==> config.mk <==
export PLATFORM = sky130hd
export DESIGN_NAME = alu_seq
export DESIGN_NICKNAME = d
export VERILOG_FILES = /design/src/rtl/alu_seq_pkg.sv /design/src/rtl/alu_seq_reg_file.sv /design/src/rtl/alu_seq.sv
export SDC_FILE = /design/constraint.sdc
export NUM_CORES = 1
export LEC_CHECK = 0
export BUFFER_PORTS_ARGS = -buffer_cell sky130_fd_sc_hd__clkbuf_2
export CORE_MARGIN = 2
export CORE_UTILIZATION = 57
export DETAILED_ROUTE_END_ITERATION = 8
export PLACE_DENSITY = 0.78
export SYNTH_ARGS = -nofsm -noshare
export SYNTH_HDL_FRONTEND = slang
export SYNTH_SLANG_ARGS = --single-unit
==> constraint.sdc <==
create_clock -name clk -period 1.8 [get_ports clk]
set_clock_uncertainty 0.05 [all_clocks]
set_input_delay 0.45 -clock clk [delete_from_list [all_inputs] [get_ports clk]]
set_output_delay 0.45 -clock clk [all_outputs]
set_load 0.03 [all_outputs]
==> src/rtl/alu_seq_pkg.sv <==
// Shared constants, ALU op encodings and sequencer states for alu_seq.
package alu_seq_pkg;
  localparam int unsigned DW   = 16;
  localparam int unsigned NREG = 8;
  localparam int unsigned RW   = 3;

  typedef enum logic [1:0] {
    OP_ADD = 2'b00,
    OP_SUB = 2'b01,
    OP_AND = 2'b10,
    OP_OR  = 2'b11
  } alu_op_t;

  typedef enum logic [2:0] {
    S_IDLE,
    S_READ,
    S_EXEC,
    S_WB,
    S_RESP
  } state_t;
endpackage

==> src/rtl/alu_seq_reg_file.sv <==
// 8x16 register file: two combinational read ports, one synchronous write port, r0 hardwired to zero.
module reg_file
  import alu_seq_pkg::*;
(
  input  logic          clk,
  input  logic          reset,
  input  logic [RW-1:0] ra_addr,
  input  logic [RW-1:0] rb_addr,
  output logic [DW-1:0] ra_data,
  output logic [DW-1:0] rb_data,
  input  logic          we,
  input  logic [RW-1:0] wa,
  input  logic [DW-1:0] wd
);
  logic [DW-1:0] mem_q [NREG];
  logic [DW-1:0] mem_d [NREG];

  always_comb begin
    mem_d = mem_q;
    if (we && (wa != '0)) mem_d[wa] = wd;
  end

  always_ff @(posedge clk) begin
    if (reset) mem_q <= '{default: '0};
    else       mem_q <= mem_d;
  end

  assign ra_data = (ra_addr == '0) ? '0 : mem_q[ra_addr];
  assign rb_data = (rb_addr == '0) ? '0 : mem_q[rb_addr];
endmodule

==> src/rtl/alu_seq.sv <==
// Command sequencer around an external 16-bit ALU: load/op commands in, one response per command out.
module alu_seq
  import alu_seq_pkg::*;
(
  input  logic          clk,
  input  logic          reset,
  input  logic          cmd_valid,
  output logic          cmd_ready,
  input  logic          cmd_ld,
  input  logic [1:0]    cmd_op,
  input  logic [RW-1:0] cmd_ra,
  input  logic [RW-1:0] cmd_rb,
  input  logic [RW-1:0] cmd_rd,
  input  logic [DW-1:0] cmd_imm,
  output logic [1:0]    alu_op,
  output logic [DW-1:0] alu_a,
  output logic [DW-1:0] alu_b,
  input  logic [DW-1:0] alu_o,
  input  logic          alu_cout,
  output logic          rsp_valid,
  input  logic          rsp_ready,
  output logic [DW-1:0] rsp_data,
  output logic          rsp_cout,
  output logic          rsp_zero
);
  state_t        state_q, state_d;
  alu_op_t       op_q, op_d, alu_op_q, alu_op_d;
  logic [RW-1:0] ra_q, ra_d, rb_q, rb_d, rd_q, rd_d;
  logic [DW-1:0] alu_a_q, alu_a_d, alu_b_q, alu_b_d;
  logic [DW-1:0] res_q, res_d, rsp_data_q, rsp_data_d;
  logic          cout_q, cout_d;
  logic          rsp_valid_q, rsp_valid_d, rsp_cout_q, rsp_cout_d, rsp_zero_q, rsp_zero_d;
  logic [DW-1:0] rf_a, rf_b;

  reg_file u_rf (
    .clk     (clk),
    .reset   (reset),
    .ra_addr (ra_q),
    .rb_addr (rb_q),
    .ra_data (rf_a),
    .rb_data (rf_b),
    .we      (state_q == S_WB),
    .wa      (rd_q),
    .wd      (res_q)
  );

  always_comb begin
    state_d     = state_q;
    op_d        = op_q;
    ra_d        = ra_q;
    rb_d        = rb_q;
    rd_d        = rd_q;
    alu_op_d    = alu_op_q;
    alu_a_d     = alu_a_q;
    alu_b_d     = alu_b_q;
    res_d       = res_q;
    cout_d      = cout_q;
    rsp_valid_d = rsp_valid_q;
    rsp_data_d  = rsp_data_q;
    rsp_cout_d  = rsp_cout_q;
    rsp_zero_d  = rsp_zero_q;
    case (state_q)
      S_IDLE: if (cmd_valid) begin
        op_d = alu_op_t'(cmd_op);
        ra_d = cmd_ra;
        rb_d = cmd_rb;
        rd_d = cmd_rd;
        if (cmd_ld) begin
          res_d   = cmd_imm;
          cout_d  = 1'b0;
          state_d = S_WB;
        end else begin
          state_d = S_READ;
        end
      end
      S_READ: begin
        alu_a_d  = rf_a;
        alu_b_d  = rf_b;
        alu_op_d = op_q;
        state_d  = S_EXEC;
      end
      S_EXEC: begin
        res_d   = alu_o;
        cout_d  = op_q[1] ? 1'b0 : alu_cout;
        state_d = S_WB;
      end
      S_WB: begin
        // Response reports what r[rd] now holds, so r0 writes come back as zero.
        rsp_valid_d = 1'b1;
        rsp_data_d  = (rd_q == '0) ? '0 : res_q;
        rsp_cout_d  = cout_q;
        rsp_zero_d  = (rsp_data_d == '0);
        state_d     = S_RESP;
      end
      S_RESP: if (rsp_ready) begin
        rsp_valid_d = 1'b0;
        state_d     = S_IDLE;
      end
      default: state_d = S_IDLE;
    endcase
  end

  always_ff @(posedge clk) begin
    if (reset) begin
      state_q     <= S_IDLE;
      op_q        <= OP_ADD;
      ra_q        <= '0;
      rb_q        <= '0;
      rd_q        <= '0;
      alu_op_q    <= OP_ADD;
      alu_a_q     <= '0;
      alu_b_q     <= '0;
      res_q       <= '0;
      cout_q      <= 1'b0;
      rsp_valid_q <= 1'b0;
      rsp_data_q  <= '0;
      rsp_cout_q  <= 1'b0;
      rsp_zero_q  <= 1'b0;
    end else begin
      state_q     <= state_d;
      op_q        <= op_d;
      ra_q        <= ra_d;
      rb_q        <= rb_d;
      rd_q        <= rd_d;
      alu_op_q    <= alu_op_d;
      alu_a_q     <= alu_a_d;
      alu_b_q     <= alu_b_d;
      res_q       <= res_d;
      cout_q      <= cout_d;
      rsp_valid_q <= rsp_valid_d;
      rsp_data_q  <= rsp_data_d;
      rsp_cout_q  <= rsp_cout_d;
      rsp_zero_q  <= rsp_zero_d;
    end
  end

  assign cmd_ready = (state_q == S_IDLE);
  assign alu_op    = alu_op_q;
  assign alu_a     = alu_a_q;
  assign alu_b     = alu_b_q;
  assign rsp_valid = rsp_valid_q;
  assign rsp_data  = rsp_data_q;
  assign rsp_cout  = rsp_cout_q;
  assign rsp_zero  = rsp_zero_q;
endmodule
# Word level (Yosys, flattened, before mapping)

Cells that the tools add are included.
W data, S select, Z words.

Flip-flop bits (word level): 212
Latch bits: 0
Bits in writable memories: 0
Bits in read-only memories: 0
Input port bits: 49
Output and inout port bits: 54
Logic and storage cells: 75
Memories: 0

Add/sub/neg operators: 0
Multiply operators: 0
Div/mod/pow operators: 0
Order comparisons: 4
Equality and inequality tests: 7
Shift-type cells: 0
Multiplexer cells: 25
Bitwise operators: 3
Reduce and logical (&&, ||, !) cells: 14

Operators with widths:

| kind                 | count |
|---|---|
| $mux W16             | 10 |
| $bwmux W128          | 1 |
| $bmux W16 S3         | 2 |
| $demux W16 S3        | 1 |
| $pmux W16 S2         | 1 |
| $logic_not A16 Y1    | 1 |
| $pmux W3 S5          | 1 |
| $ge A4 B4 Y1 const B | 3 |
| $logic_not A3 Y1     | 4 |
| $not A3 Y4           | 3 |
| $eq A3 B2 Y1 const B | 2 |
| $mux W3              | 2 |
| $reduce_and A2 Y1    | 3 |
| $lt A4 B1 Y1 const B | 1 |
| $mux W1              | 4 |
| $ne A2 B2 Y1 const B | 2 |
| $pmux W1 S2          | 2 |
| $reduce_bool A2 Y1   | 2 |
| $eq A3 B1 Y1 const B | 1 |
| $eq A3 B3 Y1 const B | 1 |
| $reduce_and A3 Y1    | 1 |
| $reduce_bool A3 Y1   | 1 |
| $logic_and A1 B1 Y1  | 2 |
| $mux W2              | 1 |
| $ne A2 B1 Y1 const B | 1 |

# Logic depth before layout (Yosys ltp)

Gate-level depths: netlist (run 1).

Depth after elaboration: 6
Depth in mapped cells: 7
Mapped depth without buffers: 3

# Modules after synthesis

A second synthesis (run 1) with hierarchy kept.

Cells, all modules: 1086
Area, all modules: 9750.6 um2

Modules (own cells, without submodules):

| module   | instances | cells each | area each (um2) | seq. area each (um2) |
|---|---|---|---|---|
| reg_file | 1         | 701        | 6396.1          | 2242.2 |
| alu_seq  | 1         | 385        | 3354.5          | 1681.6 |

# Worst setup path after synthesis (run 1)

OpenSTA, ideal clock, no wires.

Kind: register to output
Start point: register state_q[1]
End point: output cmd_ready
Arrival time: 1261 ps
Data required time: 1300 ps
Slack: 39 ps
Cell stages (with the launch flop): 4
Path buffers: 2
Cells stage by stage: dfxtp_1 buf_4 buf_2 nor3_1

Cells in the longest elaborated chain, start to end: 1

RTL lines:

| item                   | line           | source |
|---|---|---|
| start, declared        | alu_seq.sv:26  | `state_t state_q, state_d;` |
| start signal, assigned | alu_seq.sv:120 | `state_q <= state_d;` |
| $logic_not A3 Y1       | alu_seq.sv:137 | `assign cmd_ready = (state_q == S_IDLE);` |
| end, declared          | alu_seq.sv:8   | `output logic cmd_ready,` |

Every way passes these cells.

# Worst setup path in the final report (run 1)

Start point: register state_q[2]
End point: output cmd_ready

Same word-level chain as after synthesis.

==> results of run 1 <==
-- final cells by class --
type	count	area, um2	area share
Clock buffer	23	468	0.0424
Clock inverter	8	100	0.00908
Inverter	1	3.75	0.000340
Multi-Input combinational cell	776	4980	0.451
Sequential cell	196	3940	0.357
Tap cell	220	275	0.0250
Timing Repair Buffer	168	1270	0.115
-- power by group through the flow --
stage                     logic [W]  clock network (W)  registers (W)
after floorplan             0.00114                  0        0.00481
after global routing        0.00184            0.00395        0.00474
after detailed placement    0.00169                  0        0.00482
after CTS                   0.00170            0.00378        0.00472
after global placement      0.00166                  0        0.00481
final                       0.00173            0.00378        0.00473
-- worst max-delay path: stages (launching register included) --
cell and delay, ps:
dfxtp_4 340, buf_4 160, nor3_4 180, buf_6 150
-- flip-flops by register name, indices dropped and copies added, names as in the netlist --
register,cells
alu_a,16
rsp_data,16
rsp_cout,1
cout_q,1
alu_b,16
rb_q,3
state_q,3
alu_op,2
ra_q,3
op_q,2
u_rf.mem_q,112
res_q,16
rsp_zero,1
rsp_valid,1
rd_q,3
-- metrics by stage --
stage,cells,instance area [um2]
finish,1392,11000
global placement,1360,10400
global route,1392,11000
floorplan,1117,9620
CTS,1392,11000
detailed placement,1360,10400
-- cell usage in the layout (no fill, tap or decap), drive strengths merged, types with 3 or more instances in the layout --
cell and instances:
o22a 30, inv 3, a211o 30, nand2 45, nand3 128, clkinv 3
nor2 40, clkbuf 123, nor4 5, a211oi 20, dfxtp 196, buf 68
o21ai 113, nand2b 3, a311oi 31, mux2i 114, a21oi 188
-- cell families after synthesis --
logic type / Yosys count / share of synthesized area
AOI/OAI and AO/OA: 415 / 0.263
and+or+nand+nor: 244 / 0.128
DFF: 196 / 0.408
buffers and inverters: 145 / 0.0774
muxes: 117 / 0.124
-- timing repair --
| item | 4_1_cts | 5_1_grt |
|---|---|---|
| setup endpoints to repair | 1 | 1 |
| setup buffers | 2 | 0 |
| gates resized for setup | 8 | 3 |
| hold buffers | 0 | 0 |
-- worst min-delay path by stage --
stage / to / slack (ps)
2_1_floorplan: rsp_cout / 380
3_3_place_gp: rsp_data[10] / 390
3_5_place_dp: rsp_data[12] / 400
4_1_cts: rb_q[0] / 170
5_1_grt: rb_q[0] / 190
6_report: rb_q[0] / 180
-- layer usage --
metal / vias to the layer above / wire, um
li1: 4193 / -
met1: 4319 / 11700
met2: 479 / 13100
met3: 65 / 2460
met4: 0 / 816
met5: - / 0
==> summary.txt, run 1 <==
Status
  • Outcome: finished, final reports clean

Clock tree
  • CTS tree: done
  • Root Buffer: clkbuf_16
  • Clk_lat worst skew: 440 ps
  • CTS max path bufs: 2
  • CTS sink count: 196
  • CTS buffer count: 17
  • Clk slew on worst S/H paths: 70 ps
  • H-tree depth: 4

Floorplan
  • Io pins: 103
  • Starting Density: 0.582
  • Die ar.: 17900 um2
  • # rows: 47
  • Height of the chip: 134 um
  • Die Wd: 134 um
  • Core Box Area: 16500 um2

Timing
  • Fin Hold WS: 183 ps
  • Setup violations, final: 0
  • Worst setup margin: 45.7 ps
  • Slew Viols, Final: 0
  • Final Hold Fails: 0
  • Slew @ Worst Pin: 658 ps
  • Max_slew headroom: 0.561
  • Minimum clock period: 1750 ps
  • Tcrit/Tclk final: 0.975
  • Setup_tns: 0 ps
  • RSZ-0062 raised after global routing: no
  • Highest clock rate: 0.570 GHz

GRT
  • M3 GR Usage: 0.0525
  • Grt total ovfl: 0
  • Initial antenna violation count: 0
  • Grt met2 use: 0.507
  • Global-route wire length before repair: 44.9 mm
  • Vias in the first global route: 8644
  • Largest net degree at the start of global routing: 67
  • Tot GR Track Use: 0.314
  • Busiest grt layer: met2
  • GR Layer Usage met1: 0.417

Drt
  • Post-Route WL: 28.1 mm
  • Detail Route Antenna Nets: 0
  • Routed WL per cell: 20.2 um
  • DR DRC count: 0
  • DR pass1 iterations: 5
  • Total number of vias: 9056
  • Via density: 6.51
  • Initial drt markers: 999

Worst hold path
  • Min-Delay Path Depth: 3
  • Hold Path Class: input port to flip-flop
  • Hold Startpoint: cmd_rb[0]

Critical path
  • R2r startpoint: state_q[2]
  • Crit path max fanout: 6
  • WS Path Type: flip-flop to output pin
  • Setup crit start kind: flip-flop
  • R2R Path End: u_rf.mem_q[63]
  • Worst endpoint data arrival time: 1250 ps
  • Type of destination of the critical path: output pin
  • Crit path to: cmd_ready
  • Setup slack, reg-to-reg: 110 ps
  • Worst Reg-to-Reg Cells: 4
  • Critical Path RT: 1300 ps
  • CP Launch Point: state_q[2]

Pwr
  • P_leak: 3.53 nW
  • Switching portion of total power: 0.292
  • Worst vdd ir: 0.708 mV
  • PwrDens: 929 nW/um2
  • Combinational share of power: 0.169
  • Sequential Power Share: 0.462
  • Final Total Pwr: 0.0102 W
  • Net switching power: 0.00299 W
  • Internal power: 0.00725 W
  • Clk network pwr share: 0.369

Placed design
  • RD Place Congestion: 0.851
  • Placement Setup Slack: 119 ps
  • Hpwl dp: 17.4 mm
  • IO buf count: 102

Logic synthesis
  • Post-Syn Area per Cell: 8.61 um2
  • Cell area after synthesis: 9620 um2
  • Yosys top cell area share: 0.408
  • Asr flop ratio synth: 0
  • Count leader, synth: dfxtp_1
  • Synth Net Count: 1166
  • Post-synthesis cell count: 1117
  • Synth top area cells: dfxtp_1 (41%), mux2i_1 (12%), a21oi_1 (9.8%)
  • Yosys cell types: 44
  • Synth Register Bits: 196
  • Sequential-to-total area share from yosys stat: 0.408
  • EDFF count, synth: 0
  • Synth cell count leaders: dfxtp_1 (196), a21oi_1 (188), nand3_1 (128), mux2i_1 (114), o21ai_0 (100)
  • Most used flip-flop cell after synthesis: dfxtp_1
  • Cell taking the most area after synthesis: dfxtp_1
  • Ys Warns: 0

Final layout
  • Fill count: 1358
  • Final #Nets: 1209
  • Synth-to-Final Area Change: 14.6%
  • Share of cells above drive strength 1: 0.192
  • Finished Core Util: 0.667
  • Antenna Cells: 0

Job
  • Max-Cap Viols: 0
No activity file was read; power rests on OpenSTA's default activity.
==> run 2, diff against run 1 <==
--- a/config.mk
+++ b/config.mk
@@ -8,6 +8,7 @@
 export BUFFER_PORTS_ARGS = -buffer_cell sky130_fd_sc_hd__clkbuf_2
 export CORE_MARGIN = 2
 export CORE_UTILIZATION = 57
+export CTS_BUF_LIST = sky130_fd_sc_hd__clkbuf_8
 export DETAILED_ROUTE_END_ITERATION = 8
 export PLACE_DENSITY = 0.78
 export SYNTH_ARGS = -nofsm -noshare
==> constraint.sdc (replaced) <==
create_clock -name clk -period 1.73 [get_ports clk]
set_clock_uncertainty 0.05 [all_clocks]
set_input_delay 0.4325 -clock clk [delete_from_list [all_inputs] [get_ports clk]]
set_output_delay 0.4325 -clock clk [all_outputs]
set_load 0.03 [all_outputs]
==> summary.txt, run 2 (synthesis results as in run 1) <==
Final layout
  • Commonest non-fill, non-tap cell in the layout: dfxtp_1 (unchanged)
  • Share of cells above drive strength 1: 0.194 (was 0.192)
  • Antenna Cells: 0 (unchanged)
  • Final Instance Area: 10800 um2 (was 11000 um2)
  • Most frequent cells in the layout: dfxtp_1 (191), a21oi_1 (188), nand3_1 (128) (unchanged)
  • Synth-to-Final Area Change: 12.7% (was 14.6%)
  • Reg with most FFs: u_rf.mem_q (unchanged)
  • Non-filler cells, final: 1390 (was 1392)
  • Final #Nets: 1206 (was 1209)
  • Number of flip-flops in the largest register: 112 (unchanged)

Timing
  • Minimum clock period: 1690 ps
  • Setup violations, final: 0 (unchanged)
  • Max_slew headroom: 0.617 (was 0.561)
  • Slew @ Worst Pin: 574 ps (was 658 ps)
  • Worst setup margin: 37.5 ps (was 45.7 ps)
  • Fin Hold WS: 99.4 ps (was 183 ps)
  • Final Hold Fails: 0 (unchanged)
  • Highest clock rate: 0.591 GHz
  • Slew Viols, Final: 0 (unchanged)
  • Tcrit/Tclk final: 0.978
  • RSZ-0062 raised after global routing: yes (was no)

Placed design
  • RD Place Congestion: 0.850 (was 0.851)
  • Placement Setup Slack: 121 ps (was 119 ps)
  • Placed Cells: 1356 (was 1360)
  • Cell area after placement: 10400 um2 (unchanged)
  • IO buf count: 102 (unchanged)
  • Hpwl dp: 17.3 mm (was 17.4 mm)

Worst hold path
  • Hold Startpoint: cmd_ra[0] (was cmd_rb[0])
  • Hold endpoint: ra_q[0] (was rb_q[0])
  • Hold Path Class: input port to flip-flop (unchanged)
  • Min-Delay Path Depth: 3 (unchanged)

Drt
  • DR DRC count: 0 (unchanged)
  • Total number of vias: 8960 (was 9056)
  • Post-Route WL: 27.3 mm (was 28.1 mm)
  • Via density: 6.45 (was 6.51)
  • Detail Route Antenna Nets: 0 (unchanged)
  • DR pass1 iterations: 5 (unchanged)
  • Routed WL per cell: 19.6 um (was 20.2 um)
  • Initial drt markers: 1084 (was 999)

Critical path
  • Setup crit start kind: flip-flop (unchanged)
  • Setup slack, reg-to-reg: 70 ps (was 110 ps)
  • R2R Path End: res_q[3] (was u_rf.mem_q[63])
  • Crit path max fanout: 2 (was 6)
  • Worst Reg-to-Reg Cells: 5 (was 4)
  • Critical Path RT: 1250 ps (was 1300 ps)
  • R2r startpoint: state_q[1] (was state_q[2])
  • WS Path Type: flip-flop to output pin (unchanged)
  • Type of destination of the critical path: output pin (unchanged)
  • Worst endpoint data arrival time: 1210 ps (was 1250 ps)

GRT
  • Initial antenna violation count: 0 (unchanged)
  • Tot GR Track Use: 0.305 (was 0.314)
  • Grt total ovfl: 0 (unchanged)
  • Vias in the first global route: 8401 (was 8644)
  • Global-route wire length before repair: 43.8 mm (was 44.9 mm)
  • Largest net degree at the start of global routing: 61 (was 67)

Clock tree
  • H-tree depth: 4 (unchanged)
  • CTS max path bufs: 2 (unchanged)
  • CTS tree: done (unchanged)
  • CTS sink count: 196 (unchanged)
  • Hold Buf Count CTS: 0 (unchanged)
  • Root Buffer: clkbuf_8 (was clkbuf_16)
  • Clk_lat worst skew: 490 ps (was 440 ps)
  • CTS buffer count: 17 (unchanged)
  • Clk slew on worst S/H paths: 100 ps (was 70 ps)

Status
  • Outcome: finished, final reports clean (unchanged)

Pwr
  • Worst vdd ir: 0.508 mV (was 0.708 mV)
  • Clk network pwr share: 0.299 (was 0.369)
  • Switching portion of total power: 0.332 (was 0.292)
  • Net switching power: 0.00319 W (was 0.00299 W)
  • Final Total Pwr: 0.00960 W (was 0.0102 W)
  • PwrDens: 885 nW/um2 (was 929 nW/um2)
  • Internal power: 0.00641 W (was 0.00725 W)
  • Sequential Power Share: 0.512 (was 0.462)
  • P_leak: 3.44 nW (was 3.53 nW)
  • Combinational share of power: 0.188 (was 0.169)

Floorplan
  • Die ar.: 17900 um2 (unchanged)
  • Core Box Area: 16500 um2 (unchanged)
  • Die Wd: 134 um (unchanged)
  • Io pins: 103 (unchanged)
  • # rows: 47 (unchanged)
  • Starting Density: 0.582 (unchanged)
  • Height of the chip: 134 um (unchanged)

Job
  • Max-Cap Viols: 0 (unchanged)
==> run 2: cell count changes in the layout (fill, tap and decap cells not counted), sizes merged <==
cell      change
buf           -4
bufinv        -2
clkbuf        -5
clkinv        +4
clkinvlp      -1
inv           +6
==> run 2: how the worst max path moves through the flow <==
| stage | from | to | depth (start not counted) | slack, ps |
|---|---|---|---|---|
| final | state_q[2] | cmd_ready | 2 | 40 |
| after global routing | state_q[2] | cmd_ready | 2 | -20 |
| after CTS | state_q[2] | cmd_ready | 2 | 20 |
| after detailed placement | state_q[1] | u_rf.mem_q[33] | 5 | 120 |
| after global placement | state_q[1] | u_rf.mem_q[10] | 5 | 190 |
| after floorplan | state_q[1] | ra_q[2] | 6 | 200 |
==> run 2: final cells by class <==
| class | instances | area [um2] |
|---|---|---|
| Clock buffer | 17 | 234 |
| Multi-Input combinational cell | 776 | 4980 |
| Tap cell | 220 | 275 |
| Fill cell | 1407 | 5680 |
| Inverter | 1 | 3.75 |
| Sequential cell | 196 | 3940 |
| Timing Repair Buffer | 165 | 1280 |
| Clock inverter | 15 | 143 |
==> run 2: through the flow <==
step,setup TNS (ps),util
after global routing,-20.4,0.656
after CTS,0,0.656
after detailed placement,0,0.631
after global placement,0,0.631
final,0,0.656
after floorplan,0,-
==> run 2: timing repair <==
item,in CTS,in global routing
gates resized for setup,9,6
setup endpoints to repair,1,8
buffers inserted,5,0
pin swaps,0,1
==> run 2: power groups by stage <==
stage                     sequential, W  clock (W)  combinational (W)
after global routing            0.00494    0.00308            0.00193
after detailed placement        0.00501          0            0.00177
after floorplan                 0.00501          0            0.00119
final                           0.00492    0.00287            0.00181
after global placement          0.00500          0            0.00175
after CTS                       0.00491    0.00289            0.00178
==> run 2: worst max-delay path, cell delays in order (launching register included) <==
cell and delay [ps]:
dfxtp_4 370, nor3_4 180, clkbuf_8 180
==> run 2: routing by layer <==
| metal | wire length (um) | GRT usage | share of wire |
|---|---|---|---|
| met1 | 11300 | 0.403 | 0.42 |
| met5 | 0 | 0 | 0 |
| met3 | 2390 | 0.0556 | 0.088 |
| met4 | 700 | 0.116 | 0.026 |
| met2 | 12800 | 0.499 | 0.47 |
==> run 3, diff against run 2 <==
--- a/config.mk
+++ b/config.mk
@@ -7,10 +7,10 @@
 export LEC_CHECK = 0
 export BUFFER_PORTS_ARGS = -buffer_cell sky130_fd_sc_hd__clkbuf_2
 export CORE_MARGIN = 2
-export CORE_UTILIZATION = 57
+export CORE_UTILIZATION = 60
 export CTS_BUF_LIST = sky130_fd_sc_hd__clkbuf_8
 export DETAILED_ROUTE_END_ITERATION = 8
-export PLACE_DENSITY = 0.78
+export PLACE_DENSITY = 0.81
 export SYNTH_ARGS = -nofsm -noshare
 export SYNTH_HDL_FRONTEND = slang
 export SYNTH_SLANG_ARGS = --single-unit
==> summary.txt, run 3 (synthesis results as in run 1) <==
GRT
  • Global-route wire length before repair: 44.2 mm (was 43.8 mm)
  • Initial antenna violation count: 0 (unchanged)
  • Vias in the first global route: 8721 (was 8401)
  • Largest net degree at the start of global routing: 51 (was 61)
  • Tot GR Track Use: 0.327 (was 0.305)
  • Grt total ovfl: 0 (unchanged)

Placed design
  • RD Place Congestion: 0.862 (was 0.850)
  • Placed Cells: 1352 (was 1356)
  • Hpwl dp: 17.2 mm (was 17.3 mm)
  • IO buf count: 102 (unchanged)

Drt
  • Total number of vias: 9088 (was 8960)
  • Routed WL per cell: 19.8 um (was 19.6 um)
  • Post-Route WL: 27.4 mm (was 27.3 mm)
  • DR pass1 iterations: 6 (was 5)
  • Detail Route Antenna Nets: 0 (unchanged)
  • Via density: 6.56 (was 6.45)
  • Initial drt markers: 1304 (was 1084)
  • DR DRC count: 0 (unchanged)

Timing
  • Slew Viols, Final: 0 (unchanged)
  • Slew @ Worst Pin: 585 ps (was 574 ps)
  • Highest clock rate: 0.574 GHz (was 0.591 GHz)
  • RSZ-0062 raised after global routing: yes (unchanged)
  • Max_slew headroom: 0.610 (was 0.617)
  • Setup violations, final: 1 (was 0)
  • Worst setup margin: -13.1 ps (was 37.5 ps)
  • Minimum clock period: 1740 ps (was 1690 ps)
  • Final Hold Fails: 0 (unchanged)
  • Tcrit/Tclk final: 1.01 (was 0.978)
  • Fin Hold WS: 113 ps (was 99.4 ps)

Worst hold path
  • Hold endpoint: ra_q[0] (unchanged)
  • Hold Path Class: input port to flip-flop (unchanged)
  • Hold Startpoint: cmd_ra[0] (unchanged)
  • Min-Delay Path Depth: 3 (unchanged)

Critical path
  • Critical Path RT: 1250 ps (about the same)
  • Critical-path top delay cell: dfxtp_2 (was dfxtp_4)
  • Type of destination of the critical path: output pin (unchanged)
  • R2R Path End: alu_a[15] (was res_q[3])
  • Setup crit start kind: flip-flop (unchanged)
  • Worst endpoint data arrival time: 1260 ps (was 1210 ps)
  • Worst path cell trace: buf_6, nor3_4, clkbuf_8 (was nor3_4, clkbuf_8)
  • Setup slack, reg-to-reg: 90 ps (was 70 ps)
  • WS Path Type: flip-flop to output pin (unchanged)
  • Crit path max fanout: 2 (unchanged)
  • R2r startpoint: ra_q[1] (was state_q[1])
  • Worst Reg-to-Reg Cells: 4 (was 5)
  • Bufs and invs on worst path: 2 (was 1)
  • Largest stage delay, worst path: 330 ps (was 370 ps)
  • Critical path's top delay family: flip-flops (unchanged)

Final layout
  • Non-filler cells, final: 1386 (was 1390)
  • Share of cells above drive strength 1: 0.196 (was 0.194)
  • Most frequent cells in the layout: dfxtp_1 (191), a21oi_1 (188), nand3_1 (128) (unchanged)
  • Fill count: 1288 (was 1407)
  • Number of flip-flops in the largest register: 112 (unchanged)
  • Reg with most FFs: u_rf.mem_q (unchanged)
  • Final #Nets: 1207 (was 1206)
  • Commonest non-fill, non-tap cell in the layout: dfxtp_1 (unchanged)
  • Synth-to-Final Area Change: 13.9% (was 12.7%)
  • Antenna Cells: 0 (unchanged)

Clock tree
  • H-tree depth: 4 (unchanged)
  • Clk_lat worst skew: 490 ps (about the same)
  • Root Buffer: clkbuf_8 (unchanged)
  • CTS max path bufs: 2 (unchanged)
  • Hold Buf Count CTS: 0 (unchanged)
  • CTS buffer count: 17 (unchanged)
  • Clk slew on worst S/H paths: 90 ps (was 100 ps)
  • CTS sink count: 196 (unchanged)
  • CTS tree: done (unchanged)

Pwr
  • P_leak: 3.49 nW (was 3.44 nW)
  • PwrDens: 927 nW/um2 (was 885 nW/um2)
  • Final Total Pwr: 0.0102 W (was 0.00960 W)
  • Worst vdd ir: 0.689 mV (was 0.508 mV)

Floorplan
  • Core Box Area: 15800 um2 (was 16500 um2)
  • Height of the chip: 131 um (was 134 um)
  • Die ar.: 17100 um2 (was 17900 um2)
  • Io pins: 103 (unchanged)
  • # rows: 46 (was 47)
  • Starting Density: 0.610 (was 0.582)
  • Die Wd: 131 um (was 134 um)

Job
  • Max-Cap Viols: 0 (unchanged)

Status
  • Outcome: finished with violations (was finished, final reports clean)
  • Failing checks: negative setup slack
[run 3: changes by cell type in the layout (fill, tap and decap cells not counted), sizes merged]
cell and change:
inv -8, buf +1, clkinvlp +3, clkinv -3, bufinv +5, clkbuf +2
[run 3: through the flow]
step | TNS (ps) | utilization | worst slack, ps | cell area (um2)
2_1_floorplan | 0 | - | 200 | 9630
3_3_place_gp | 0 | 0.661 | 159 | 10400
3_5_place_dp | 0 | 0.661 | 107 | 10400
4_1_cts | -30.6 | 0.693 | -30.6 | 10900
5_1_grt | -63.2 | 0.695 | -63.2 | 11000
6_report | -13.1 | 0.695 | -13.1 | 11000
[run 3: area by class of cell]
type	count	area, um2	share of cell area
Clock buffer	19	262	0.0239
Inverter	1	3.75	0.000342
Timing Repair Buffer	166	1310	0.119
Multi-Input combinational cell	776	4980	0.455
Sequential cell	196	3940	0.359
Tap cell	216	270	0.0247
Clock inverter	12	204	0.0186
[run 3: worst max-delay path by stage]
stage	from	endpoint	slack, ps	cells past startpoint
after floorplan	state_q[1]	ra_q[2]	200	6
final	state_q[0]	cmd_ready	-10	3
after global routing	state_q[0]	cmd_ready	-60	3
after detailed placement	state_q[1]	u_rf.mem_q[52]	110	4
after global placement	rb_q[1]	alu_b[0]	160	4
after CTS	state_q[0]	cmd_ready	-30	3
[run 3: timing repair]
| action | in CTS | in global routing |
|---|---|---|
| pin swaps | 1 | 1 |
| endpoints found under the setup margin | 1 | 10 |
| gates resized for setup | 10 | 5 |
| setup buffers | 3 | 1 |
[run 3: metal layers]
metal,wire length (um),vias up,track usage,share of wire
met5,0,-,0,0
met1,11100,4292,0.422,0.41
met4,633,0,0.119,0.023
li1,-,4178,-,-
met2,13000,543,0.537,0.47
met3,2660,75,0.0786,0.097
[run 3: power by group]
group	total (W)	switching, W	leakage (nW)	internal, W
clock	0.00341	0.00162	0.224	0.00179
combinational	0.00180	0.00111	1.67	0.000686
sequential	0.00495	0.000271	1.59	0.00468
[run 3: worst reg2reg max path, cell delays in order, from the launching register on]
cell	delay, ps
dfxtp_1	480
buf_4	200
mux2i_1	80
mux4_2	480
a211oi_1	280
